### src/rtl/rect_render_engine.sv
// rect_render_engine: rectangle rasteriser for the VGA drawing path.
// Scans a w x h rectangle in raster order, one pixel per clock, and emits a
// registered coordinate, colour and plot strobe for each scanned position.
// Filled or outline mode; interior pixels of an outline still take a clock.
//
// Optional build macro: RECT_CLIP_EN -- suppress plot for pixels whose
// unwrapped coordinate falls outside SCREEN_W x SCREEN_H.
//
// Ports:
//   clk, resetn          clock, synchronous active-low reset
//   start                request strobe, honoured only in IDLE
//   x_in, y_in           top-left origin
//   w_in, h_in           rectangle size in pixels (0 => empty request)
//   colour_in, outline   draw colour, 1 = outline only
//   r_x, r_y, colour_out registered pixel coordinate and colour
//   plot                 registered VGA write enable
//   busy                 high for each scanned pixel cycle
//   done                 one-cycle completion pulse
module rect_render_engine #(
  parameter int unsigned X_W      = 8,
  parameter int unsigned Y_W      = 7,
  parameter int unsigned DIM_W    = 4,
  parameter int unsigned COL_W    = 3,
  parameter int unsigned SCREEN_W = 160,
  parameter int unsigned SCREEN_H = 120
) (
  input  logic             clk,
  input  logic             resetn,
  input  logic             start,
  input  logic [X_W-1:0]   x_in,
  input  logic [Y_W-1:0]   y_in,
  input  logic [DIM_W-1:0] w_in,
  input  logic [DIM_W-1:0] h_in,
  input  logic [COL_W-1:0] colour_in,
  input  logic             outline,
  output logic [X_W-1:0]   r_x,
  output logic [Y_W-1:0]   r_y,
  output logic [COL_W-1:0] colour_out,
  output logic             plot,
  output logic             busy,
  output logic             done
);

  typedef enum logic [1:0] {IDLE = 2'd0, SCAN = 2'd1, FIN = 2'd2} state_t;

  state_t state, state_nxt;

  logic [X_W-1:0]   x0;
  logic [Y_W-1:0]   y0;
  logic [DIM_W-1:0] w_r, h_r, cx, cy;
  logic [COL_W-1:0] col_r;
  logic             outline_r;

  logic [X_W-1:0]   rx_d;
  logic [Y_W-1:0]   ry_d;
  logic [COL_W-1:0] col_d;
  logic             plot_d, busy_d, done_d;

  // A start seen while done is still high is dropped: the pulse cycle
  // counts as the tail of the previous request.
  logic accept_c, zero_size_c, row_end_c, col_end_c, last_c, border_c;
  assign accept_c    = (state == IDLE) && start && !done;
  assign zero_size_c = (w_in == '0) || (h_in == '0);
  assign row_end_c   = (cx == w_r - DIM_W'(1));
  assign col_end_c   = (cy == h_r - DIM_W'(1));
  assign last_c      = row_end_c && col_end_c;
  assign border_c    = (cx == '0) || row_end_c || (cy == '0) || col_end_c;

  // Pixel address and on-screen test
  logic [X_W-1:0] x_sum_c;
  logic [Y_W-1:0] y_sum_c;
  logic           in_screen_c;
`ifdef RECT_CLIP_EN
  logic [X_W:0] x_full_c;
  logic [Y_W:0] y_full_c;
  assign x_full_c    = {1'b0, x0} + (X_W+1)'(cx);
  assign y_full_c    = {1'b0, y0} + (Y_W+1)'(cy);
  assign x_sum_c     = x_full_c[X_W-1:0];
  assign y_sum_c     = y_full_c[Y_W-1:0];
  assign in_screen_c = (x_full_c < (X_W+1)'(SCREEN_W)) &&
                       (y_full_c < (Y_W+1)'(SCREEN_H));
`else
  logic unused_clip;
  assign x_sum_c     = x0 + X_W'(cx);
  assign y_sum_c     = y0 + Y_W'(cy);
  assign in_screen_c = 1'b1;
  assign unused_clip = ^{X_W'(SCREEN_W), Y_W'(SCREEN_H)};
`endif

  // State register
  always_ff @(posedge clk) begin
    if (!resetn) state <= IDLE;
    else         state <= state_nxt;
  end

  // Next-state logic
  always_comb begin
    state_nxt = state;
    case (state)
      IDLE: if (accept_c) state_nxt = zero_size_c ? FIN : SCAN;
      SCAN: if (last_c)   state_nxt = FIN;
      FIN:                state_nxt = IDLE;
      default:            state_nxt = IDLE;
    endcase
  end

  // Output next-values; coordinates and colour hold outside SCAN
  always_comb begin
    rx_d   = r_x;
    ry_d   = r_y;
    col_d  = colour_out;
    plot_d = 1'b0;
    busy_d = 1'b0;
    done_d = 1'b0;
    case (state)
      SCAN: begin
        rx_d   = x_sum_c;
        ry_d   = y_sum_c;
        col_d  = col_r;
        busy_d = 1'b1;
        plot_d = (!outline_r || border_c) && in_screen_c;
      end
      FIN:     done_d = 1'b1;
      default: ;
    endcase
  end

  // Request latch and raster counters
  always_ff @(posedge clk) begin
    if (!resetn) begin
      x0        <= '0;
      y0        <= '0;
      w_r       <= '0;
      h_r       <= '0;
      col_r     <= '0;
      outline_r <= 1'b0;
      cx        <= '0;
      cy        <= '0;
    end else if (accept_c) begin
      x0        <= x_in;
      y0        <= y_in;
      w_r       <= w_in;
      h_r       <= h_in;
      col_r     <= colour_in;
      outline_r <= outline;
      cx        <= '0;
      cy        <= '0;
    end else if (state == SCAN) begin
      if (row_end_c) begin
        cx <= '0;
        cy <= cy + DIM_W'(1);
      end else begin
        cx <= cx + DIM_W'(1);
      end
    end
  end

  // Registered outputs
  always_ff @(posedge clk) begin
    if (!resetn) begin
      r_x        <= '0;
      r_y        <= '0;
      colour_out <= '0;
      plot       <= 1'b0;
      busy       <= 1'b0;
      done       <= 1'b0;
    end else begin
      r_x        <= rx_d;
      r_y        <= ry_d;
      colour_out <= col_d;
      plot       <= plot_d;
      busy       <= busy_d;
      done       <= done_d;
    end
  end

endmodule
### config.mk
export PLATFORM = sky130hd
export DESIGN_NAME = rect_render_engine
export DESIGN_NICKNAME = d
export VERILOG_FILES = /design/src/rtl/rect_render_engine.sv
export SDC_FILE = /design/constraint.sdc
export NUM_CORES = 1
export LEC_CHECK = 0
export BUFFER_PORTS_ARGS = -buffer_cell sky130_fd_sc_hd__buf_2
export CAP_MARGIN = 20
export CORE_MARGIN = 4
export CORE_UTILIZATION = 55
export CTS_CLUSTER_DIAMETER = 150
export DETAILED_ROUTE_END_ITERATION = 16
export GPL_TIMING_DRIVEN = 0
export PLACE_DENSITY = 0.82
export SYNTH_ARGS = -nofsm -noshare
export SYNTH_HDL_FRONTEND = slang
export SYNTH_SLANG_ARGS = --single-unit
### constraint.sdc
create_clock -name clk -period 2.4 [get_ports clk]
set_input_delay 0.12 -clock clk [delete_from_list [all_inputs] [get_ports clk]]
set_output_delay 0.12 -clock clk [all_outputs]
set_load 0.01 [all_outputs]
==> impl_metrics.tcl, run 1 <==
set metrics [dict create \
    outcome "finished clean" \
    total_power_mw 2.15 \
    nNetsFinal 445 \
    drtIter0Drc 240 \
    async_reset_ff_share_pct 0 \
    pre_cts_ws_ns 0.448 \
    seq_area_frac_synth_pct 41.5 \
    die-width_microns 79.3 \
    drcViolationCount 0 \
    cts_inserted_buffers 9 \
    cp_max_fo 6 \
    finalHoldViolCount 0 \
    ys_seq_elements 58 \
    hold_class "input port to flip-flop" \
    synth_commonest_cells "nand2_1, dfxtp_1, a21oi_1, inv_1" \
    min_period_over_period_pct 84.2 \
    cellPowerDensity_nw_per_um2 652 \
    rows 25 \
    synthFlopType "dfxtp_1" \
    syn_nets 384 \
    gr-usage-all-layers_pct 24.1 \
    post_cts_resized 0 \
    clk_pin_slew_ns 0.06 \
    grt_first_pass_wirelength_mm 11.8 \
    antenna_found_initial 0 \
    peakVddDrop_mv 0.378 \
    cts_root_buf "clkbuf_8" \
    yosysWarnings 0 \
    min_period_ns 2.02 \
    cts_buffer_depth 2 \
    cp.required_ns 2.65 \
    fin_util_pct 68.3 \
    antenna_cells 0 \
    critPathSlowestCell "dfxtp_1" \
    fin_ws_ns 0.379 \
    syn_avg_cell_area_sq_um 8.28 \
    worstMarginPinSlew_ns 0.610 \
    maxSlewViolCount 0 \
    start_util_pct 58.1 \
    cp-start-kind "flip-flop" \
    grt_pass1_vias 2557 \
    first_pass_iters 5 \
    post-synth-top-area-cell "dfxtp_1" \
    post-dp-hpwl_mm 5.14 \
    cts_hold_buf 0 \
    avgRoutedWirePerCell_microns 15.4 \
    critPathMaxStageDelay_ns 0.50 \
    max_freq_mhz 495 \
    ant_nets 0 \
    yosysUniqueCellTypes 47 \
    dr_total_vias 2663 \
    crit_type "flip-flop to flip-flop" \
    cts_tree "yes" \
    grt_overflow 0 \
    leakagePower_nw 1.37 \
    nFillCells 396 \
    rsz0062_at_grt "no" \
    core_area_sq_um 4820 \
    cts.htree.levels 3 \
    crit_arrival_ns 2.27 \
    port_buffers 50 \
    path_cells "ha_1 > inv_1 > fa_1 > nor2b_1 > o21a_1 > o211ai_1 > a211oi_1" \
    synthTopCellsByArea "dfxtp_1, nand2_1, a21oi_1, ha_1, inv_1" \
    gp_congestion 0.892 \
    syn_inst 338 \
    cap_violations 0 \
    setup_viol 0 \
    yosysMostFrequentCell "nand2_1" \
    clock-sinks 58 \
    drive_gt1_share_pct 17.5 \
    dieArea_sq_um 6290 \
    grt_start_max_net_pins 11 \
    relSlewSlack_pct 59.3 \
    clk_latency_ns 0.34 \
    end_kind "flip-flop" \
    syn_area_sq_um 2800 \
    wl_mm 7.21 \
    synth_edf_count 0 \
    setup_tns_ns 0 \
    area_delta_synth_final_pct 17.6 \
    ios 51 \
    post_cts_buffers 0 \
    routed_via_density 5.69 \
    synth_top_area_share_pct 41.5 \
    skew_ns 0.00808 \
    dieHeight_microns 79.3 \
]
-- where the power goes --
group	internal [mW]	switching, mW
clock	0.415	0.357
combinational	0.119	0.202
sequential	1.02	0.0380
-- routing by layer --
metal,track usage (%),part of all wire [%],up-vias
met5,0,0,-
met4,12.4,2.2,0
met1,30.3,44,1240
met3,4.54,6.6,22
li1,-,-,1293
met2,39.5,47,108
-- final cells by class --
cell class / instances / area, sq um / area share, %
well taps: 67 / 83.8 / 2.55
clock buffers: 13 / 159 / 4.83
multi-input cells: 244 / 1500 / 45.6
flip-flops and latches: 58 / 1160 / 35.3
inverters: 19 / 71.3 / 2.17
repair buffers: 50 / 250 / 7.60
plain buffers: 17 / 65.1 / 1.98
-- state kept, by name (all words and copies together), names as in the netlist, 2 cells and up --
signal and flops:
col_r 3, colour_out 3, cx 4, cy 4, h_r 4, r_x 8, r_y 7, state 2
w_r 4, x0 8, y0 7
-- per-stage QoR --
stage | instance area (sq um) | instances | hold WS [ns]
floorplan | 2800 | 338 | 0.256
global placement | 3130 | 455 | 0.361
detailed placement | 3130 | 455 | 0.368
CTS | 3290 | 468 | 0.0198
global route | 3290 | 468 | 0.0291
finish | 3290 | 468 | 0.0211
-- cell families after synthesis --
family                     count (synthesis)  synth area share [%]
DFF                                       58                  41.5
adders and majority gates                 16                  7.69
xor gates and xnor gates                  15                  5.72
and+or+nand+nor                          125                  20.8
buffers and inverters                     36                  4.87
AOI/OAI and AO/OA                         88                  19.4
-- path summary, 6_finish.rpt --
kind | from | to | slack [ns] | cells past startpoint
worst max-delay path | cy[0]$_SDFFE_PP0P_ | r_y[6]$_SDFFE_PN0P_ | 0.38 | 7
worst min register to register | col_r[1]$_SDFFE_PN0P_ | col_r[1]$_SDFFE_PN0P_ | 0.46 | 2
worst min-delay path | outline | outline_r$_SDFFE_PN0P_ | 0.02 | 3
worst max register to register | cy[0]$_SDFFE_PP0P_ | r_y[6]$_SDFFE_PN0P_ | 0.38 | 7
-- cells in the final DEF (no fill, tap or decap), types with 8 or more instances in the layout --
cell	netlist	layout
nand2_1	74	74
inv_1	18	18
buf_2	1	51
dfxtp_1	58	58
clkbuf_8	0	11
clkbuf_1	14	16
a21oi_1	42	42
nor2_1	12	12
o21ai_0	13	13
ha_1	14	14
nand3_1	8	8
-- critical path, delay by kind of cell, from the launching register on --
kind,cells,cell delay [ns]
AOI/OAI and AO/OA,3,0.53
adders and majority gates,2,0.67
buffers and inverters,1,0.07
DFF,1,0.50
and+or+nand+nor,1,0.17
Note: power is estimated with default switching activity, not from simulation.
==> inputs of run 2 (changes only) <==
Settings changed: ABC_AREA set to 1, CORE_UTILIZATION 55 to 50, PLACE_DENSITY 0.82 to 0.79.
Clock period 2.4 ns to 1.85 ns, I/O delays scaled along.
==> run 2 against run 1 <==
Effect of this change: via count rose by 6.3%; register-to-register slack lost 0.30 ns; combinational power up 110%; utilization fell by 3.2 points; sequential share of layout area shrank 2.6 points; cell count grew 18%; setup slack got worse by 0.30 ns; count of clock-buffer cells in the layout decreased by 4; global-route usage down 2.3 points.
==> impl_metrics.tcl, run 2 <==
set metrics [dict create \
    outcome "finished clean" \
    dp.cells 525 \
    synth_commonest_cells "nor2_1, nand2_1, dfxtp_1, o21ai_0, inv_1" \
    start_util_pct 51.8 \
    crit_arrival_ns 2.04 \
    setup_tns_ns 0 \
    clk_pin_slew_ns 0.07 \
    area_delta_synth_final_pct 25.8 \
    yosysUniqueCellTypes 28 \
    synthFlopType "dfxtp_1" \
    seq_area_frac_synth_pct 40.7 \
    gp_congestion 0.923 \
    min_period_ns 1.78 \
    ios 51 \
    synthTopCellsByArea "dfxtp_1, nor2_1, o21ai_0, nand2_1, ha_1" \
    dieHeight_microns 83.5 \
    syn_nets 449 \
    switching_share_pct 29.0 \
    first_pass_iters 5 \
    top_regs "r_x: 8 flops, x0: 8 flops" \
    yosysMostFrequentCell "nor2_1" \
    cp_common_cell "inv_1" \
    hold_class "input port to flip-flop" \
    skew_ns 0.00524 \
    antenna_found_initial 0 \
    gr-usage-all-layers_pct 21.8 \
    layout_common_cells "nor2_1, nand2_1, buf_2, dfxtp_1, o21ai_0" \
    avgRoutedWirePerCell_microns 13.4 \
    drcViolationCount 0 \
    dieArea_sq_um 6980 \
    cp_max_fo 5 \
    setup_viol 0 \
    cts_tree "yes" \
    synth_edf_count 0 \
    postPlaceCellArea_sq_um 3190 \
    seq_area_sq_um 1170 \
    grt_start_max_net_pins 12 \
    grt_overflow 0 \
    finalNonFillerCells 554 \
    cap_violations 0 \
    nNetsFinal 523 \
    clk_latency_ns 0.34 \
    wl_mm 7.41 \
    critPathMaxStageDelay_ns 0.40 \
    worstMarginPinSlew_ns 0.568 \
    max_freq_mhz 563 \
    end_kind "flip-flop" \
    cp.required_ns 2.12 \
    syn_avg_cell_area_sq_um 7.08 \
    crit_type "flip-flop to flip-flop" \
    post-synth-top-area-cell "dfxtp_1" \
    async_reset_ff_share_pct 0 \
    syn_inst 403 \
    ant_nets 0 \
    finalInstanceArea_sq_um 3590 \
    ys_seq_elements 58 \
    fin_util_pct 65.1 \
    fin_ws_ns 0.0748 \
    yosysWarnings 0 \
    multiInputGateArea_sq_um 1460 \
    leakagePower_nw 1.75 \
    port_buffers 50 \
    grt_pass1_vias 2641 \
    relSlewSlack_pct 62.1 \
    total_power_mw 3.56 \
    routed_via_density 5.11 \
    rows 27 \
    pre_cts_ws_ns -0.130 \
    dr_total_vias 2831 \
    antenna_cells 0 \
    nFillCells 476 \
    power_frac_comb_pct 18.8 \
    hold_ws_ns 0.0168 \
    peakVddDrop_mv 0.610 \
    power.switching_mw 1.03 \
    cts.htree.levels 3 \
    cp-start-kind "flip-flop" \
    critPathSlowestCell "fa_1" \
    p_int_mw 2.52 \
    cts_root_buf "clkbuf_8" \
    core_area_sq_um 5510 \
    seqPwrFrac_pct 41.2 \
    finalHoldViolCount 0 \
    cellPowerDensity_nw_per_um2 991 \
    rsz0062_at_grt "no" \
    drtIter0Drc 186 \
    clock-sinks 58 \
    synth_top_area_share_pct 40.7 \
    path_cells "ha_4 > inv_1 > fa_1 > nand3b_1 > nand2_1 > inv_1 > or2_2 > a31oi_1" \
    mostFrequentLayoutCell "nor2_1" \
    min_period_over_period_pct 96.0 \
    syn_area_sq_um 2850 \
    maxSlewViolCount 0 \
    post-dp-hpwl_mm 5.20 \
    drive_gt1_share_pct 18.9 \
    grt_first_pass_wirelength_mm 12.3 \
    cts_inserted_buffers 9 \
    clkPwrFrac_pct 40.0 \
    die-width_microns 83.5 \
    cts_buffer_depth 2 \
]
-- run 2: cell types whose count changed after synthesis, sizes merged, moves of 5 or more --
cell and delta:
nor2 +63, o21ai +39, inv +31, a21oi -15, nand3 +10, nand2 -7
xnor2 -7, clkbuf -6, o21a -5, o31ai -5
-- run 2: logic make-up (layout without fill, tap and decap cells) --
group | count (synthesis) | count (layout) | synth area share [%]
flip-flops | 58 | 58 | 40.7
adder cells (fa/ha/maj) | 16 | 16 | 7.55
AO/OA/AOI/OAI | 85 | 85 | 15.3
AND/OR/NAND/NOR | 171 | 171 | 24.8
XOR/XNOR | 9 | 9 | 2.76
buffers and inverters | 64 | 143 | 8.86
-- run 2: what timing repair did --
item / in CTS / in global routing
endpoints found under the setup margin: 3 / 4
hold buffers: 11 / 0
buffers inserted: 0 / 2
endpoints found under the hold margin: 11 / 0
pin swaps: 0 / 1
resized for setup: 4 / 7
-- run 2: critical path: cells and delay by family, from the launching register on --
kind | cells | cell delay (ns)
buf+inv | 2 | 0.11
simple gates | 3 | 0.52
compound gates | 1 | 0.12
flops | 1 | 0.39
fa+ha+maj | 2 | 0.55
-- run 2: path summary, 6_finish.rpt --
kind	start	to	slack (ns)	depth (start not counted)
hold reg to reg	state[0]$_SDFFE_PN0P_	done$_SDFF_PN0_	0.45	1
setup / recovery	cx[0]$_SDFFE_PP0P_	r_x[4]$_SDFFE_PN0P_	0.07	8
hold / removal	x_in[2]	x0[2]$_SDFFE_PN0P_	0.02	3
setup reg to reg	cx[0]$_SDFFE_PP0P_	r_x[4]$_SDFFE_PN0P_	0.07	8
-- run 2: layout make-up --
type | count | share of cell area (%)
timing repair buffer | 63 | 10.5
buffer | 14 | 1.81
sequential | 58 | 32.6
inverter | 50 | 5.23
tap | 72 | 2.51
clock inverter | 7 | 3.28
clock buffer | 9 | 3.45
multi-input combinational | 281 | 40.6
-- run 2: per-layer routing --
metal  track usage [%]  vias up  share of wire (%)
met5                 0        -                  0
met4              7.31        0                1.8
met3              7.60       14                7.3
met2              35.8      106                 46
met1              26.8     1266                 45
li1                  -     1445                  -
-- run 2: power by group through the flow --
stage	logic [mW]	clock network, mW	registers (mW)
5_1_grt	0.760	1.51	1.48
6_report	0.668	1.42	1.47
3_5_place_dp	0.637	0	1.49
3_3_place_gp	0.617	0	1.48
4_1_cts	0.659	1.44	1.46
2_1_floorplan	0.410	0	1.50
==> inputs of run 3 (changes only) <==
--- a/config.mk
+++ b/config.mk
@@ -15,4 +15,5 @@
 export GPL_TIMING_DRIVEN = 0
 export PLACE_DENSITY = 0.79
+export SETUP_SLACK_MARGIN = 0.5
 export SYNTH_ARGS = -nofsm -noshare
 export SYNTH_HDL_FRONTEND = slang
==> constraint.sdc (replaced) <==
create_clock -name clk -period 1.85 [get_ports clk]
set_input_delay 0 -clock clk [delete_from_list [all_inputs] [get_ports clk]]
set_output_delay 0 -clock clk [all_outputs]
set_load 0.01 [all_outputs]
==> run 3 against run 2 <==
Effect of this change: setup slack improved by 0.12 ns; cell count grew 6.1%; wire length up 16%; global-route usage grew 3.0 points; utilization up 9.1 points; power down 1.9%.
==> impl_metrics.tcl, run 3 (synthesized netlist as in run 2, its figures left out) <==
set metrics [dict create \
    path_cells "inv_2 > ha_4 > inv_2 > nand2_1 > nand2_1 > nor2_2 > nand3_2 > nor2_4 > nand2_4 > nand2_1 > a21oi_1" \
    rows 27 \
    first_pass_iters 5 \
    end_kind "flip-flop" \
    cts_buffer_depth 2 \
    drcViolationCount 0 \
    port_buffers 50 \
    rrSetupSlack_ns 0.19 \
    min_to "w_r[2]$_SDFFE_PN0P_" \
    seq_area_sq_um 1190 \
    drive_gt1_share_pct 32.2 \
    crit_arrival_ns 1.87 \
    r2r_cells 11 \
    cellPowerDensity_nw_per_um2 853 \
    postPlaceCellArea_sq_um 3270 \
    cp.required_ns 2.06 \
    cp-start-kind "flip-flop" \
    grt_first_pass_wirelength_mm 14.0 \
    dieArea_sq_um 6980 \
    cp_max_fo 7 \
    maxSlewViolCount 0 \
    critPathSlowestCell "dfxtp_2" \
    routed_via_density 5.28 \
    grt_start_max_net_pins 11 \
    cap_violations 0 \
    drtIter0Drc 179 \
    relSlewSlack_pct 67.7 \
    rsz0062_at_grt "yes" \
    layout_common_cells "nor2_1, nand2_1, buf_2, dfxtp_1, o21ai_0" \
    wl_mm 8.57 \
    antenna_cells 0 \
    setup_tns_ns 0 \
    outcome "finished clean" \
    cp_num_buf_inv 2 \
    clock-sinks 58 \
    crit_type "flip-flop to flip-flop" \
    dr_total_vias 3102 \
    min_period_over_period_pct 89.5 \
    critPathMaxStageDelay_ns 0.34 \
    dieHeight_microns 83.5 \
    min-delay-start "w_in[2]" \
    total_power_mw 3.49 \
    finalHoldViolCount 0 \
    cts_root_buf "clkbuf_8" \
    multiInputGateArea_sq_um 1650 \
    cts.htree.levels 3 \
    area_delta_synth_final_pct 43.4 \
    clk_latency_ns 0.33 \
    grt_pass1_vias 3032 \
    ant_nets 0 \
    clk_pin_slew_ns 0.06 \
    skew_ns 0.00658 \
    setup_viol 0 \
    r2r-start "w_r[1]$_SDFFE_PN0P_" \
    die-width_microns 83.5 \
    hold_class "input port to flip-flop" \
    regToRegEndpoint "cy[3]$_SDFFE_PP0P_" \
    grt_overflow 0 \
    antenna_found_initial 0 \
    core_area_sq_um 5510 \
    leakagePower_nw 1.92 \
    min_period_ns 1.66 \
    peakVddDrop_mv 0.680 \
    mostFrequentLayoutCell "nor2_1" \
    crit_start "w_r[1]$_SDFFE_PN0P_" \
    gp_congestion 0.901 \
    top_regs "r_x: 8 flops, x0: 8 flops" \
    start_util_pct 51.8 \
    ios 51 \
    avgRoutedWirePerCell_microns 14.6 \
    worstMarginPinSlew_ns 0.485 \
    nFillCells 407 \
    gr-usage-all-layers_pct 24.9 \
    max_freq_mhz 604 \
    min_path_cells 3 \
    path_delay_family "simple AND/OR/NAND/NOR gates" \
    cts_inserted_buffers 9 \
    nNetsFinal 557 \
    finalInstanceArea_sq_um 4090 \
    cp_common_cell "nand2_1" \
    cts_tree "yes" \
    post-dp-hpwl_mm 5.30 \
]
## run 3: changes by cell type in the layout (fill, tap and decap cells not counted), moves of 11 or more
cell / change
nand2_1: -12
buf_4: +16
dfxtp_1: -13
dlygate4sd3_1: +16
nand2_2: +11
## run 3: worst register-to-register path: stages (launching register included)
cell	delay, ns
dfxtp_2	0.34
inv_2	0.05
ha_4	0.27
inv_2	0.03
nand2_1	0.05
nand2_1	0.06
nor2_2	0.09
nand3_2	0.13
nor2_4	0.24
nand2_4	0.13
nand2_1	0.09
a21oi_1	0.07
## run 3: stage by stage
step           setup WS, ns  hold slack [ns]  std cells  utilization (%)
2_1_floorplan         0.316            0.138        403                -
3_3_place_gp          0.210            0.249        525             59.4
3_5_place_dp          0.193            0.261        525             59.4
4_1_cts               0.231           0.0177        581             71.9
5_1_grt              0.0991           0.0256        588             74.3
6_report              0.195           0.0266        588             74.3
## run 3: how the worst max path moves through the flow
stage | to | cells after the start | slack [ns]
6_report | cy[3]$_SDFFE_PP0P_ | 11 | 0.19
5_1_grt | r_x[6]$_SDFFE_PN0P_ | 9 | 0.1
4_1_cts | r_y[6]$_SDFFE_PN0P_ | 9 | 0.23
3_5_place_dp | r_y[6]$_SDFFE_PN0P_ | 9 | 0.19
3_3_place_gp | r_y[6]$_SDFFE_PN0P_ | 9 | 0.21
2_1_floorplan | r_x[6]$_SDFFE_PN0P_ | 9 | 0.32
## run 3: power by group
part | leakage [nW] | switching (mW) | internal (mW)
clock network | 0.101 | 0.486 | 0.696
registers | 0.486 | 0.0969 | 1.38
logic | 1.33 | 0.476 | 0.354
## run 3: layout make-up
| type | instances | share of cell area [%] |
|---|---|---|
| Tap cell | 72 | 2.20 |
| Inverter | 50 | 4.71 |
| Timing Repair Buffer | 97 | 16.6 |
| Buffer | 14 | 2.02 |
| Clock inverter | 2 | 0.857 |
| Clock buffer | 14 | 3.98 |
| Sequential cell | 58 | 29.2 |
| Multi-Input combinational cell | 281 | 40.4 |
## run 3: metal layers
layer | vias up | track usage, % | wire [microns]
li1 | 1509 | - | -
met1 | 1444 | 29.6 | 3600
met2 | 125 | 42.7 | 4170
met3 | 24 | 7.01 | 587
met4 | 0 | 8.92 | 221
met5 | - | 0 | 0
## run 3: repair_timing
action,4_1_cts,5_1_grt
gates resized for setup,39,43
hold buffers,27,0
buffers inserted,13,7
endpoints found under the hold margin,27,0
endpoints found under the setup margin,30,54
pin swaps,12,24
